--- config.mk ---
export PLATFORM = sky130hd
export DESIGN_NAME = rom_port_arbiter
export DESIGN_NICKNAME = d
export VERILOG_FILES = /design/src/rtl/soc_pkg.sv /design/src/rtl/rom_starve_cnt.sv /design/src/rtl/rom_port_arbiter.sv
export SDC_FILE = /design/constraint.sdc
export NUM_CORES = 1
export LEC_CHECK = 0
export BUFFER_PORTS_ARGS = -buffer_cell sky130_fd_sc_hd__buf_2
export CORE_ASPECT_RATIO = 0.5
export CORE_MARGIN = 3
export CORE_UTILIZATION = 35
export DETAILED_ROUTE_END_ITERATION = 12
export GPL_ROUTABILITY_DRIVEN = 0
export SLEW_MARGIN = 40
export SYNTH_ARGS = -nofsm -noshare
export SYNTH_HDL_FRONTEND = slang
export SYNTH_SLANG_ARGS = --single-unit
export TNS_END_PERCENT = 50
--- constraint.sdc ---
create_clock -name clk -period 3.6 [get_ports clk]
set_input_delay 0.54 -clock clk [delete_from_list [all_inputs] [get_ports clk]]
set_output_delay 0.54 -clock clk [all_outputs]
set_load 0.02 [all_outputs]
--- src/rtl/soc_pkg.sv ---
// Shared SoC types and constants used by the ROM port arbiter.
package soc_pkg;

  typedef enum logic [1:0] {GNT_NONE, GNT_IF, GNT_DM} rom_gnt_e;

  localparam logic [31:0] RV_NOP = 32'h00000013;

  // Data-port response word: error flag travels with the data it qualifies.
  typedef struct packed {
    logic        err;
    logic [31:0] dat;
  } dm_resp_t;

endpackage

--- src/rtl/rom_starve_cnt.sv ---
// Saturating wait counter for a pending data load; force_dm gives data priority after MAX_WAIT denials.
// Registered count, combinational force_dm; the count clears whenever the request is granted or withdrawn.
module rom_starve_cnt #(
  parameter int MAX_WAIT = 4
) (
  input  logic clk,
  input  logic reset_n,
  input  logic dm_req,
  input  logic dm_gnt,
  output logic force_dm
);

  logic [3:0] wait_cnt;

  always_ff @(posedge clk) begin
    if (!reset_n) begin
      wait_cnt <= '0;
    end else if (!dm_req || dm_gnt) begin
      wait_cnt <= '0;
    end else if (wait_cnt != 4'hF) begin
      wait_cnt <= wait_cnt + 4'd1;
    end
  end

  assign force_dm = (wait_cnt == 4'(MAX_WAIT));

endmodule

--- src/rtl/rom_port_arbiter.sv ---
// Shares one combinational ROM between fetch and data-load ports; fetch wins unless a load has starved.
// Grant is combinational, response one cycle later; a denied requester holds its request until granted.
module rom_port_arbiter
  import soc_pkg::*;
#(
  parameter int ADDR_W   = 12,
  parameter int DEPTH    = 128,
  parameter int MAX_WAIT = 4
) (
  input  logic              clk,
  input  logic              reset_n,
  input  logic              if_req,
  input  logic [ADDR_W-1:0] if_addr,
  output logic              if_gnt,
  output logic              if_rvalid,
  output logic [31:0]       if_rdata,
  input  logic              dm_req,
  input  logic [ADDR_W-1:0] dm_addr,
  output logic              dm_gnt,
  output logic              dm_rvalid,
  output logic [31:0]       dm_rdata,
  output logic              dm_err,
  output logic [ADDR_W-1:0] rom_addr,
  input  logic [31:0]       rom_inst
);

  localparam logic [31:0] ADDR_LIMIT = 32'(4 * DEPTH);

  logic        force_dm;
  logic        if_oor;
  logic        dm_bad;
  rom_gnt_e    grant_q;
  logic [31:0] if_rdata_q;
  dm_resp_t    dm_resp_q;

  rom_starve_cnt #(
    .MAX_WAIT (MAX_WAIT)
  ) u_starve (
    .clk      (clk),
    .reset_n  (reset_n),
    .dm_req   (dm_req),
    .dm_gnt   (dm_gnt),
    .force_dm (force_dm)
  );

  assign dm_gnt   = dm_req && (!if_req || force_dm);
  assign if_gnt   = if_req && !dm_gnt;
  assign rom_addr = dm_gnt ? dm_addr : if_addr;

  assign if_oor = (32'(if_addr) >= ADDR_LIMIT);
  assign dm_bad = (dm_addr[1:0] != 2'b00) || (32'(dm_addr) >= ADDR_LIMIT);

  always_ff @(posedge clk) begin
    if (!reset_n) begin
      grant_q    <= GNT_NONE;
      if_rdata_q <= RV_NOP;
      dm_resp_q  <= '0;
    end else if (if_gnt) begin
      grant_q    <= GNT_IF;
      if_rdata_q <= if_oor ? RV_NOP : rom_inst;
    end else if (dm_gnt) begin
      grant_q    <= GNT_DM;
      dm_resp_q  <= dm_bad ? dm_resp_t'{err: 1'b1, dat: 32'h0}
                           : dm_resp_t'{err: 1'b0, dat: rom_inst};
    end else begin
      grant_q    <= GNT_NONE;
    end
  end

  assign if_rvalid = (grant_q == GNT_IF);
  assign if_rdata  = if_rdata_q;
  assign dm_rvalid = (grant_q == GNT_DM);
  assign dm_rdata  = dm_resp_q.dat;
  // The error flag only means something alongside its response pulse.
  assign dm_err    = dm_rvalid && dm_resp_q.err;

endmodule

==> flow_summary.json <==
{
  "cts_buffers": 9,
  "fin_tns_setup_ps": 0,
  "synth_fp_nets": 446,
  "syn_area_mm2": 0.00339,
  "chipWidth_um": 145,
  "outcome": "completed",
  "htree_levels": 3,
  "yosys-top-cells-count": "dfxtp_1, nand4_1, o21ai_0, nand2_1, buf_4",
  "drt_first_pass_iters": 4,
  "ir_drop_mv": 0.216,
  "insertion_delay_ps": 320,
  "synthDistinctLibCells": 33,
  "layout-drive-gt1-share": 0.377,
  "drt_iter0_drc": 153,
  "area_growth_pct": 24.2,
  "fin_crit_sh": 0.753,
  "crit_path_cell_trace": "inv_1 > ha_1 > nand4b_2 > and2_4 > inv_2 > mux2_2 > buf_2",
  "power_density_mw_per_mm2": 433,
  "timing.fmax_ghz": 0.369,
  "setup_viol": 0,
  "synthesis.instances": 384,
  "cts_tree": "done",
  "layout.nets": 533,
  "die_h_um": 75.6,
  "busiest_layer": "met2",
  "min_period_ps": 2710,
  "cts_sinks": 71,
  "avgSynthCellArea_um2": 8.83,
  "hpwl_mm": 6.11,
  "diodes": 0,
  "cp_slowest_stage_delay_ps": 470,
  "dp_slack_ps": 1110,
  "final_area_mm2": 0.00421,
  "io_buffers": 140,
  "multi_input_area_mm2": 0.00156,
  "vias_per_cell": 5.02,
  "grt_pass1_vias": 2871,
  "yosysMostFrequentCell": "dfxtp_1",
  "holdWs_ps": 454,
  "yosysWarnings": 0,
  "drc": 0,
  "io_pins": 141,
  "dp.cells": 590,
  "vias": 3040,
  "cts_root_buf": "clkbuf_16",
  "rsz0062_at_grt": "false",
  "drt-total-wl_mm": 9.32,
  "nFillCells": 936,
  "seq_area_mm2": 0.00142,
  "slowest_stage": "and2_4",
  "cts_hold_buf": 0,
  "start_kind": "register",
  "synth_top_area_share": 0.419,
  "cap_violations": 0,
  "critPathKind": "reg2out",
  "finalMaxSlewViolations": 0,
  "setup_ws_ps": 888,
  "use_met3": 0.0517,
  "ctsResizeCount": 0,
  "hold_class": "reg2reg",
  "synth.area.top_cells": "dfxtp_1, nand4_1, mux2i_1",
  "synth_seq_cells": 71,
  "power_leakage_nw": 1.89,
  "grtUsageTotal": 0.168,
  "crit_path_end_kind": "primary output",
  "grt_antenna_before_repair": 0,
  "grt_pass1_wl_mm": 14.8,
  "cp.arrival_ps": 2170,
  "core-area_mm2": 0.00907,
  "relSlewSlack": 0.455,
  "synth_seq_area_share": 0.419,
  "routedWlPerCell_um": 15.4,
  "met1_usage": 0.212,
  "drtAntennaViolNets": 0,
  "required_ps": 3060,
  "cts_setup_buffers": 0,
  "use_met2": 0.289,
  "path_max_fanout": 42,
  "synth_edf_count": 0,
  "die_area_mm2": 0.0110,
  "ys.flop_type": "dfxtp_1",
  "skew_ps": 3.26,
  "tightest_slew_ps": 817,
  "grt_overflow": 0,
  "synth_top_area_cell": "dfxtp_1",
  "rows": 24,
  "async_flop_share": 0,
  "clk_pin_slew_ps": 50,
  "hold_viol_final": 0,
  "cts_buffer_depth": 2,
  "grt_max_degree": 85,
  "place_area_mm2": 0.00393,
  "start_util": 0.374,
  "fin_cells": 605
}
==> per-layer routing <==
| metal | vias to the layer above | wire length (um) |
|---|---|---|
| li1 | 1527 | - |
| met3 | 10 | 474 |
| met2 | 68 | 4460 |
| met4 | 0 | 93 |
| met1 | 1435 | 4290 |
| met5 | - | 0 |
==> layout by cell type, fill, tap and decap left out, types with 4 or more instances in the layout <==
master,n
buf_2,139
dfxtp_1,71
nand4_1,65
o21ai_0,34
nand2_1,32
nand3_1,31
mux2i_1,30
clkbuf_16,9
buf_4,8
mux2_4,7
mux2_2,5
nor2_1,5
a21oi_1,4
==> critical path, delay by kind of cell, from the launching register on <==
| family | cells | cell delay (ps) |
|---|---|---|
| flops | 1 | 400 |
| simple gates | 2 | 570 |
| fa+ha+maj | 1 | 220 |
| buf+inv | 3 | 360 |
| mux | 1 | 290 |
==> logic make-up after synthesis <==
kind of cell	Yosys count	synth area share
buf+inv	76	0.126
simple gates	150	0.244
xor+xnor	1	0.00258
mux	42	0.136
compound gates	42	0.0646
fa+ha+maj	2	0.00738
flops	71	0.419
==> where the power goes <==
| part | internal, mW | switching, mW | total (mW) |
|---|---|---|---|
| clock network | 0.520 | 0.310 | 0.830 |
| logic | 0.0737 | 0.122 | 0.195 |
| registers | 0.795 | 0.00450 | 0.800 |
| total | 1.39 | 0.437 | 1.83 |
==> layout make-up <==
type                    instances  area share
clock buffers                  15      0.0660
inverters                       4     0.00357
multi-input cells             237       0.370
flip-flops and latches         71       0.337
well taps                     130      0.0386
repair buffers                148       0.184
==> state kept, by name, indices dropped and copies added, names as in the netlist <==
register           cells
dm_resp_q              1
dm_rdata              32
u_starve.wait_cnt      4
if_rdata              32
grant_q                2
==> metrics by stage <==
step / power, mW / utilization
final: 1.83 / 0.464
after global routing: 1.90 / 0.464
after CTS: 1.85 / 0.464
after detailed placement: 1.01 / 0.434
after global placement: 1.01 / 0.434
after floorplan: 0.935 / -
==> worst paths after layout <==
check                                                  startpoint  slack, ps                         to  depth (start not counted)
worst max-delay path            u_starve.wait_cnt[0]$_SDFFE_PP0P_        890                rom_addr[3]                          7
worst min-delay path                    if_rdata[20]$_SDFFE_PN0P_        450  if_rdata[20]$_SDFFE_PN0P_                          2
worst max register to register  u_starve.wait_cnt[0]$_SDFFE_PP0P_       1630  if_rdata[26]$_SDFFE_PN0P_                          7
worst min register to register          if_rdata[20]$_SDFFE_PN0P_        450  if_rdata[20]$_SDFFE_PN0P_                          2
(Power assumes the default switching activity.)
